===== config.mk =====
export PLATFORM = sky130hd
export DESIGN_NAME = booth_mul_arbiter
export DESIGN_NICKNAME = d
export VERILOG_FILES = /design/src/rtl/booth_mul_pkg.sv /design/src/rtl/rr_arbiter.sv /design/src/rtl/booth_mul_arbiter.sv
export SDC_FILE = /design/constraint.sdc
export NUM_CORES = 1
export LEC_CHECK = 0
export ABC_AREA = 1
export CORE_ASPECT_RATIO = 1.1
export CORE_MARGIN = 1
export CORE_UTILIZATION = 45
export DETAILED_ROUTE_END_ITERATION = 8
export HOLD_SLACK_MARGIN = 0.05
export PLACE_DENSITY = 0.92
export SYNTH_ARGS = -nofsm -noshare
export SYNTH_HDL_FRONTEND = slang
export SYNTH_SLANG_ARGS = --single-unit

===== constraint.sdc =====
create_clock -name clk -period 7.4 [get_ports clk]
set_clock_uncertainty 0.1 [all_clocks]
set_input_delay 1.48 -clock clk [delete_from_list [all_inputs] [get_ports clk]]
set_output_delay 1.48 -clock clk [all_outputs]
set_load 0.02 [all_outputs]

===== src/rtl/booth_mul_pkg.sv =====
// Shared widths and tracking-pipe entry type for the Booth multiplier arbiter.
package booth_mul_pkg;

  localparam int N_REQ = 4;
  localparam int WA    = 11;
  localparam int WB    = 10;
  localparam int WP    = 21;
  localparam int TAG_W = $clog2(N_REQ);

  typedef struct packed {
    logic             valid;
    logic [TAG_W-1:0] tag;
  } trk_entry_t;

endpackage


===== src/rtl/rr_arbiter.sv =====
// Round-robin pick: lowest eligible index at or after ptr, else lowest eligible overall.
module rr_arbiter #(
  parameter int N_REQ = booth_mul_pkg::N_REQ
) (
  input  logic [N_REQ-1:0]         eligible,
  input  logic [$clog2(N_REQ)-1:0] ptr,
  output logic [N_REQ-1:0]         grant
);

  localparam int TW = $clog2(N_REQ);

  logic [N_REQ-1:0] hi_mask;
  logic [N_REQ-1:0] hi;
  logic [N_REQ-1:0] pick;

  always_comb begin
    hi_mask = '0;
    for (int i = 0; i < N_REQ; i++) begin
      hi_mask[i] = (TW'(i) >= ptr);
    end
    hi    = eligible & hi_mask;
    pick  = (|hi) ? hi : eligible;
    // isolate lowest set bit
    grant = pick & (~pick + 1'b1);
  end

endmodule


===== src/rtl/booth_mul_arbiter.sv =====
// Shares one external Booth multiplier among N_REQ requesters: round-robin issue,
// tag tracking through LAT multiplier stages, and a product buffer per requester.
module booth_mul_arbiter #(
  parameter int N_REQ = booth_mul_pkg::N_REQ,
  parameter int WA    = booth_mul_pkg::WA,
  parameter int WB    = booth_mul_pkg::WB,
  parameter int WP    = booth_mul_pkg::WP,
  parameter int LAT   = 0
) (
  input  logic                clk,
  input  logic                rst,
  input  logic [N_REQ-1:0]    req_valid,
  output logic [N_REQ-1:0]    req_ready,
  input  logic [N_REQ*WA-1:0] req_a,
  input  logic [N_REQ*WB-1:0] req_b,
  output logic [N_REQ-1:0]    rsp_valid,
  input  logic [N_REQ-1:0]    rsp_ready,
  output logic [N_REQ*WP-1:0] rsp_p,
  output logic [WA-1:0]       mul_a,
  output logic [WB-1:0]       mul_b,
  input  logic [WP-1:0]       mul_p,
  output logic                idle
);

  localparam int TW = $clog2(N_REQ);

  typedef struct packed {
    logic          valid;
    logic [TW-1:0] tag;
  } trk_t;

  trk_t [LAT:0]     pipe;
  trk_t             last;
  logic [TW-1:0]    ptr;
  logic [TW-1:0]    ptr_nxt;
  logic [TW-1:0]    gnt_idx;
  logic [WA-1:0]    sel_a;
  logic [WB-1:0]    sel_b;
  logic [N_REQ-1:0] grant;
  logic [N_REQ-1:0] inflight;
  logic [N_REQ-1:0] busy;
  logic [N_REQ-1:0] eligible;

  assign last = pipe[LAT];

  always_comb begin
    inflight = '0;
    for (int s = 0; s <= LAT; s++) begin
      if (pipe[s].valid) inflight[pipe[s].tag] = 1'b1;
    end
  end

  assign busy      = inflight | rsp_valid;
  assign eligible  = req_valid & ~busy;
  assign req_ready = grant;
  assign idle      = ~|busy;

  rr_arbiter #(.N_REQ(N_REQ)) u_arb (
    .eligible (eligible),
    .ptr      (ptr),
    .grant    (grant)
  );

  always_comb begin
    gnt_idx = '0;
    sel_a   = '0;
    sel_b   = '0;
    for (int i = 0; i < N_REQ; i++) begin
      if (grant[i]) begin
        gnt_idx = TW'(i);
        sel_a   = req_a[i*WA +: WA];
        sel_b   = req_b[i*WB +: WB];
      end
    end
  end

  always_comb begin
    ptr_nxt = ptr;
    if (|grant) ptr_nxt = (gnt_idx == TW'(N_REQ-1)) ? '0 : gnt_idx + 1'b1;
  end

  always_ff @(posedge clk or posedge rst) begin
    if (rst) begin
      ptr   <= '0;
      mul_a <= '0;
      mul_b <= '0;
      pipe  <= '0;
    end else begin
      ptr     <= ptr_nxt;
      pipe[0] <= {|grant, gnt_idx};
      for (int s = 1; s <= LAT; s++) begin
        pipe[s] <= pipe[s-1];
      end
      if (|grant) begin
        mul_a <= sel_a;
        mul_b <= sel_b;
      end
    end
  end

  // busy keeps a capture and a drain of the same slot from ever coinciding
  always_ff @(posedge clk or posedge rst) begin
    if (rst) begin
      rsp_valid <= '0;
      rsp_p     <= '0;
    end else begin
      for (int i = 0; i < N_REQ; i++) begin
        if (rsp_valid[i] && rsp_ready[i]) rsp_valid[i] <= 1'b0;
        if (last.valid && (last.tag == TW'(i))) begin
          rsp_valid[i]        <= 1'b1;
          rsp_p[i*WP +: WP]   <= mul_p;
        end
      end
    end
  end

endmodule


==> results.toml, run 1 <==
[run_status]
status = "finished clean"

[power]
leakage_nw = 3.72
sw_frac_of_total = 0.428
power_w = 0.00402
seq_power_share = 0.285
power_density_nw_per_um2 = 506
vdd_drop_max_v = 0.000259
p_clk_frac = 0.202
combinationalPowerShare = 0.513
intPower_w = 0.00230
power_switching_w = 0.00172

[sta]
rsz0062_at_grt = "no"
timing.fmax_mhz = 156
tightest_slew_ns = 0.925
drv_slew = 0
finalSetupTns_ns = 0
final_hold_viol_count = 0
fin_crit_ns = 6.41
slew_headroom = 0.383
timing.final.crit_share = 0.867
hold_slack_ns = 0.386
finalSetupViolCount = 0

[setup_path]
reg2reg_to = "mul_a[10]"
reg2reg_slack_ns = 3.52
crit_arrival_ns = 4.83
worst_setup_path_end_kind = "output pin"
reg2regPathDepth = 9
r2r-start = "last[1]"
crit_type = "in -> out"
cp-start-kind = "input port"
crit_fanout = 24
cp.required_ns = 5.82

[yosys]
ys_async_sr_fraction = 1.00
ys_ff_latch = 114
netlist.area_leader.share = 0.571
synth_edf_count = 0
synth_area_per_cell_sq_um = 8.44
ys_seq_area_frac = 0.571
syn_nets = 707
yosysWarningCount = 0
netlist.top_cell.by_area = "dfrtp_1"
synthTopCellsByArea = "dfrtp_1 57%, nand2_1 11%, o21ai_0 8.8%, nand4_1 5.8%, nand3_1 4.6%"
synth_area_sq_um = 5000
ys_types = 17
synthFlopType = "dfrtp_1"
syn_inst = 592

[placement]
dp_cells = 933
portBuffers = 228
dp_hpwl_mm = 11.2
gp_congestion = 0.901

[layout]
syn2layout_area_growth_pct = 58.7
fillers = 800
final_cells = 965
drive_gt1_frac = 0.0575
post-route-util = 0.730
diodes = 0
fin_nets = 920

[worst_hold_path]
min_to = "rsp_p[30]"
min_from = "rsp_p[30]"
min_path_cells = 2
hold_class = "reg -> reg"

[clock_tree]
post_cts_resized = 0
cts_root_buf = "clkbuf_16"
clock_latency_ns = 0.39
cts_buffers = 17
path_clk_slew_ns = 0.06
clock_sinks = 114
cts_hold_buffers = 0
htreeDepth = 4
cts_tree = "yes"
post_cts_buffers = 0
clk_path_buf_depth = 2

[global_route]
antenna_found_initial = 0
grt_pass1_vias = 4797
grt_pass1_wl_mm = 24.5
grt_overflow = 0
grt_use_total = 0.281
grt_max_degree = 78

[floorplan]
start_util = 0.460
rows = 40
die_w_um = 102
ioPinCount = 229
chipHeight_um = 113
die_area_sq_um = 11500
coreArea_sq_um = 10900

[route]
viasPerCell = 5.22
drc_errors = 0
drt_iter0_markers = 347
num_vias = 5042
wl_mm = 16.0
drt_pass1_iterations = 7
postRouteAntennaNets = 0
wl_per_cell_um = 16.6

[run]
drv_cap = 0
layout make-up:
| class | count | area, sq um | area share |
|---|---|---|---|
| inverter | 59 | 224 | 0.0282 |
| sequential | 114 | 2850 | 0.360 |
| tap | 147 | 184 | 0.0232 |
| clock buffer | 19 | 453 | 0.0571 |
| clock inverter | 13 | 148 | 0.0186 |
| timing repair buffer | 230 | 2300 | 0.290 |
| multi-input combinational | 383 | 1770 | 0.224 |
power groups by stage:
stage	clock network [W]	logic, W	registers, W
2_1_floorplan	0	0.000798	0.00147
3_5_place_dp	0	0.00205	0.00114
6_report	0.000811	0.00206	0.00115
3_3_place_gp	0	0.00199	0.00113
4_1_cts	0.000822	0.00207	0.00114
5_1_grt	0.000850	0.00223	0.00117
worst max-delay path by stage:
stage | start | to | slack, ns | depth (start not counted)
after CTS | req_valid[3] | req_ready[2] | 0.99 | 8
final | req_valid[3] | req_ready[2] | 0.99 | 8
after floorplan | rst | last[0] | 2.80 | 1
after global routing | req_valid[3] | req_ready[2] | 0.69 | 8
after detailed placement | req_valid[3] | req_ready[2] | 1.0 | 8
after global placement | req_valid[3] | req_ready[2] | 1.10 | 8
cells in the mapped netlist (3+ instances only):
library cell	instances
nand2_2	3
nor2_1	49
nand4_1	46
buf_1	3
o21ai_1	3
nand2_1	140
dfrtp_1	114
nand3_2	5
o21ai_0	88
buf_2	12
inv_1	57
clkbuf_1	21
nand3_1	46
critical path, stage by stage:
cell and delay [ns]:
clkdlybuf4s50_1 0.47, nand3_2 0.42, nand2_1 0.33, o21ai_1 0.10
nand2_1 0.58, nand3_2 0.60, inv_1 0.22, clkdlybuf4s50_1 0.63
routing by layer:
| metal | vias to the layer above | track usage | routed length [um] |
|---|---|---|---|
| li1 | 2372 | - | - |
| met1 | 2408 | 0.361 | 6310 |
| met2 | 210 | 0.454 | 8240 |
| met3 | 52 | 0.0554 | 797 |
| met4 | 0 | 0.128 | 658 |
| met5 | - | 0 | 0 |
registers in the layout, summed over array words and instances (netlist names):
| name | count |
|---|---|
| rsp_p | 84 |
| mul_a | 11 |
| last | 3 |
| mul_b | 10 |
| rsp_valid | 4 |
| ptr | 2 |
layout by cell type, fill, tap and decap left out:
cell             instances
o21ai_0                 88
nor2_1                  49
clkinv_2                 2
buf_4                    2
clkinvlp_4               1
nand2_2                  3
o21ai_1                  3
nand2_1                140
inv_1                   56
clkdlybuf4s50_1        228
nand3_1                 46
nor2_4                   1
inv_6                    4
inv_4                    1
clkbuf_8                 2
nand3_2                  5
bufinv_16                2
dfrtp_1                114
nor2_2                   1
nand4_1                 46
clkinv_4                 4
nor3_1                   1
inv_2                    2
clkbuf_16               17
metrics by stage:
step,setup WS [ns],area [sq um]
3_3_place_gp,1.10,7330
4_1_cts,0.993,7930
6_report,0.986,7930
2_1_floorplan,2.80,5000
3_5_place_dp,0.995,7330
5_1_grt,0.693,7930
kinds of logic (layout without fill, tap and decap cells):
kind of cell / Yosys count / after routing / share of synthesized area
flip-flops: 114 / 114 / 0.571
AO/OA/AOI/OAI: 91 / 91 / 0.0911
buffers and inverters: 95 / 321 / 0.0743
AND/OR/NAND/NOR: 292 / 292 / 0.264
No activity file was read; power rests on OpenSTA's default activity.
==> run 2: changes to the inputs <==
CTS_CLUSTER_SIZE = 40   (was default)
RECOVER_POWER = 100   (was default)
==> run 2 against run 1 <==
  * The run now ends with max-capacitance violations, max-slew violations left
  * Combinational power down 6%
  * Sequential power about the same
  * Power down 3.2%
  * Die area unchanged
  * Sequential share of layout area up 0.051 points
  * Cell count unchanged
  * Clock-buffer cell count unchanged
  * Flip-flop and latch count unchanged
  * First-iteration DRC count down 5.8%
  * Largest cell class unchanged
  * Highest routed layer is now met5
==> results.toml, run 2 (synthesis gave the netlist of run 1 again) <==
[clock_tree]
clk_path_buf_depth = 2
post_cts_buffers = 0
clock_latency_ns = 0.39
cts_hold_buffers = 0
htreeDepth = 4
clock_sinks = 114
cts_buffers = 17
cts_root_buf = "clkbuf_16"
post_cts_resized = 0
path_clk_slew_ns = 0.06
cts_tree = "yes"

[sta]
drv_slew = 163
timing.fmax_mhz = 152
finalSetupTns_ns = 0
timing.final.crit_share = 0.891
finalSetupViolCount = 0
rsz0062_at_grt = "no"
fin_crit_ns = 6.59
final_hold_viol_count = 0
tightest_slew_ns = 1.82
slew_headroom = -0.215

[global_route]
grt_pass1_wl_mm = 24.5
grt_overflow = 0
met3_usage = 0.0554
grt_pass1_vias = 4797
grtUsageMet2 = 0.454
antenna_found_initial = 1
top_usage_layer = "met2"
use_met1 = 0.361
grt_use_total = 0.281
grt_max_degree = 78

[layout]
syn2layout_area_growth_pct = 58.5
regMostFlops = "rsp_p"
fin_nets = 920
fillers = 803
largest_reg_flops = 84
drive_gt1_frac = 0.0550
layout_commonest_cell = "nand2_1"
largestRegisters = "rsp_p: 84 flops, mul_a: 11 flops, mul_b: 10 flops"
layout_common_cells = "141 x nand2_1, 140 x dlygate4sd3_1, 114 x dfrtp_1, 90 x o21ai_0, 88 x clkdlybuf4s50_1"
final_cells = 965
diodes = 0

[setup_path]
cp-start-kind = "input port"
crit_fanout = 44
crit_chain = "dlygate4sd3_1, nand3_2, nand2_1, nor2_2, nand2_1, nand2_1, nor2_4, buf_4, nand3_1, inv_1, dlygate4sd3_1"
slowest_delay_ns = 0.67
crit_buf_inv = 4
crit_slowest_cell = "dlygate4sd3_1"
cp.required_ns = 5.82
worst_setup_path_end_kind = "output pin"
crit_path_frequent_cell = "nand2_1"
crit_type = "in -> out"
crit_arrival_ns = 5.01
cp_top_family = "simple AND/OR/NAND/NOR gates"

[route]
drt_pass1_iterations = 6
wl_mm = 16.0
viasPerCell = 5.26
drt_iter0_markers = 327
num_vias = 5072
drc_errors = 0
postRouteAntennaNets = 0
wl_per_cell_um = 16.6

[power]
intPower_w = 0.00219
power_density_nw_per_um2 = 491
power_switching_w = 0.00170
sw_frac_of_total = 0.438
leakage_nw = 3.84
power_w = 0.00389
vdd_drop_max_v = 0.000246
p_clk_frac = 0.209
seq_power_share = 0.291
combinationalPowerShare = 0.500

[run_status]
violations = "max-capacitance violations, max-slew violations"
status = "complete, but fails checks"

[floorplan]
coreArea_sq_um = 10900
die_w_um = 102
ioPinCount = 229
start_util = 0.460
die_area_sq_um = 11500
rows = 40
chipHeight_um = 113

[worst_hold_path]
hold_class = "reg -> reg"

[placement]
portBuffers = 228
dp_hpwl_mm = 11.2
dp_cells = 933
gp_congestion = 0.901

[run]
drv_cap = 3
run 2: changes by cell type in the layout (fill, tap and decap cells not counted), sizes merged:
cell | previous run | this run
clkbuf | 19 | 20
buf | 2 | 1
dlygate4sd3 | 0 | 140
clkdlybuf4s50 | 228 | 88
inv | 63 | 62
clkinvlp | 1 | 2
run 2: per-layer routing:
layer | share of wire | up-vias
met4 | 0.039 | 2
met2 | 0.52 | 217
li1 | - | 2371
met3 | 0.052 | 50
met5 | 0.00050 | -
met1 | 0.39 | 2432
run 2: final timing paths:
path                              start            to  slack, ns  cells after the start
max reg2reg                     last[0]        ptr[1]       3.31                     10
max                        req_valid[3]  req_ready[3]       0.81                     11
max in group asynchronous           rst     rsp_p[65]       2.89                      3
min in group asynchronous           rst  rsp_valid[2]       1.86                      2
min reg2reg                   rsp_p[67]     rsp_p[67]       0.38                      2
min                           rsp_p[67]     rsp_p[67]       0.38                      2
run 2: metrics by stage:
step | worst slack [ns] | utilization | area, sq um | hold WS, ns
floorplan | 2.80 | - | 5000 | 0.389
CTS | 0.993 | 0.730 | 7930 | 0.388
detailed placement | 0.995 | 0.675 | 7330 | 0.373
finish | 0.806 | 0.729 | 7920 | 0.380
global route | 0.533 | 0.729 | 7920 | 0.401
global placement | 1.10 | 0.675 | 7330 | 0.364
run 2: worst reg2reg max path: stages (launching register included):
cell,delay [ns]
dfrtp_1,0.42
inv_1,0.07
nand3_1,1.03
nand4_1,0.47
nand2_1,0.16
o21ai_0,0.20
nand2_1,0.49
nand3_2,0.61
inv_1,0.12
nor2_1,0.18
o21ai_0,0.11
run 2: layout make-up:
class | count | area [sq um] | share of cell area
timing repair buffer | 230 | 2290 | 0.290
clock buffer | 19 | 453 | 0.0572
tap | 147 | 184 | 0.0232
inverter | 59 | 223 | 0.0281
clock inverter | 13 | 148 | 0.0186
multi-input combinational | 383 | 1770 | 0.223
sequential | 114 | 2850 | 0.360
run 2: power by group through the flow:
stage	Combinational, W	Clock, W	Sequential, W
after global placement	0.00199	0	0.00113
final	0.00194	0.000812	0.00113
after detailed placement	0.00205	0	0.00114
after floorplan	0.000798	0	0.00147
after CTS	0.00207	0.000822	0.00114
after global routing	0.00211	0.000850	0.00116
==> run 3: changes to the inputs <==
CAP_MARGIN = 30   (was default)
==> run 3 against run 2 <==
  * The flow still finishes with violations (max-capacitance violations, max-slew violations)
  * Cell count is 0.10% higher
  * Core utilization is 0.10 points higher
  * Critical path depth stayed put
  * Clock power hardly changed
  * Sequential power hardly changed
  * Global-route usage stayed put
  * Die area stayed put
  * Non-clock buffer count is 1 higher
  * Cell area is 0.14% higher
  * Maximum frequency is 0.23% higher
  * Largest power group unchanged
==> results.toml, run 3 (synthesis gave the netlist of run 1 again) <==
[run_status]
status = "complete, but fails checks"
violations = "max-capacitance violations, max-slew violations"

[sta]
slew_headroom = -0.930
timing.final.crit_share = 0.889
timing.fmax_mhz = 152
final_hold_viol_count = 0
fin_crit_ns = 6.58
rsz0062_at_grt = "no"
setup_ws_ns = 0.821
finalSetupViolCount = 0
finalSetupTns_ns = 0
tightest_slew_ns = 2.89
drv_slew = 155
hold_slack_ns = 0.380

[route]
wl_per_cell_um = 16.5
postRouteAntennaNets = 0
num_vias = 5056
wl_mm = 15.9
drc_errors = 0
drt_iter0_markers = 323
drt_pass1_iterations = 5
viasPerCell = 5.23

[clock_tree]
cts_buffers = 17
clock_latency_ns = 0.39
clk_path_buf_depth = 2
cts_root_buf = "clkbuf_16"
clock_sinks = 114
cts_hold_buffers = 0
cts_tree = "yes"
post_cts_resized = 0
post_cts_buffers = 0
htreeDepth = 4
path_clk_slew_ns = 0.06

[floorplan]
rows = 40
die_area_sq_um = 11500
start_util = 0.460
chipHeight_um = 113
coreArea_sq_um = 10900
ioPinCount = 229
die_w_um = 102

[global_route]
antenna_found_initial = 1
grt_pass1_vias = 4797
grt_overflow = 0
grt_max_degree = 78
grt_use_total = 0.281
grt_pass1_wl_mm = 24.5

[layout]
regMostFlops = "rsp_p"
layout_common_cells = "141 x nand2_1, 140 x dlygate4sd3_1, 114 x dfrtp_1, 90 x o21ai_0, 88 x clkdlybuf4s50_1"
largestRegisters = "rsp_p: 84 flops, mul_a: 11 flops, mul_b: 10 flops"
fin_area_sq_um = 7930
drive_gt1_frac = 0.0537
layout_commonest_cell = "nand2_1"
syn2layout_area_growth_pct = 58.7
largest_reg_flops = 84
final_cells = 966
fin_nets = 921
diodes = 0

[setup_path]
crit_fanout = 44
worst_setup_path_end_kind = "output pin"
cp.required_ns = 5.82
crit_arrival_ns = 5.00
cp-start-kind = "input port"
crit_type = "in -> out"

[placement]
pre_cts_ws_ns = 0.995
portBuffers = 228
gp_congestion = 0.901
dp_hpwl_mm = 11.2
placed_area_sq_um = 7330
dp_cells = 933

[power]
power_density_nw_per_um2 = 490
vdd_drop_max_v = 0.000246
seq_power_share = 0.291
intPower_w = 0.00219
sw_frac_of_total = 0.437
leakage_nw = 3.85
power_switching_w = 0.00170
combinationalPowerShare = 0.500
p_clk_frac = 0.209

[worst_hold_path]
hold_class = "reg -> reg"

[run]
drv_cap = 3
run 3: changes by cell type in the layout (fill, tap and decap cells not counted), sizes merged:
cell          previous run  this run
dlymetal6s4s             0         1
run 3: per-layer routing:
metal,GRT usage,share of wire
met2,0.454,0.52
met4,0.128,0.041
met5,0,0.00063
met3,0.0554,0.050
met1,0.361,0.39
run 3: critical path: stages:
cell and delay (ns):
dlygate4sd3_1 0.54, nand3_2 0.42, nand2_1 0.32, nor2_2 0.08, nand2_1 0.07, nand2_1 0.49
nor2_4 0.24, buf_4 0.38, nand3_1 0.20, inv_1 0.09, dlygate4sd3_1 0.67
run 3: area by class of cell:
type | instances | area (sq um)
fill | 802 | 2930
sequential | 114 | 2850
timing repair buffer | 231 | 2310
multi-input combinational | 383 | 1770
clock buffer | 19 | 453
inverter | 59 | 223
tap | 147 | 184
clock inverter | 13 | 148
run 3: power by group through the flow:
stage                     combinational (W)  sequential, W  clock, W
after global placement              0.00199        0.00113         0
after floorplan                    0.000798        0.00147         0
after global routing                0.00212        0.00116  0.000849
after CTS                           0.00207        0.00114  0.000822
after detailed placement            0.00205        0.00114         0
final                               0.00194        0.00113  0.000812
run 3: stage by stage:
step / total power (W) / utilization
6_report: 0.00389 / 0.730
5_1_grt: 0.00413 / 0.730
4_1_cts: 0.00403 / 0.730
3_5_place_dp: 0.00319 / 0.675
3_3_place_gp: 0.00312 / 0.675
2_1_floorplan: 0.00227 / -
run 3: final timing paths:
| path | end | depth (start not counted) | from | slack [ns] |
|---|---|---|---|---|
| worst min-delay path | rsp_p[67] | 2 | rsp_p[67] | 0.38 |
| worst min register to register | rsp_p[67] | 2 | rsp_p[67] | 0.38 |
| min in group asynchronous | rsp_valid[2] | 2 | rst | 1.86 |
| max in group asynchronous | rsp_p[65] | 4 | rst | 1.39 |
| worst max-delay path | req_ready[3] | 11 | req_valid[3] | 0.82 |
| worst max register to register | ptr[1] | 10 | last[0] | 3.30 |
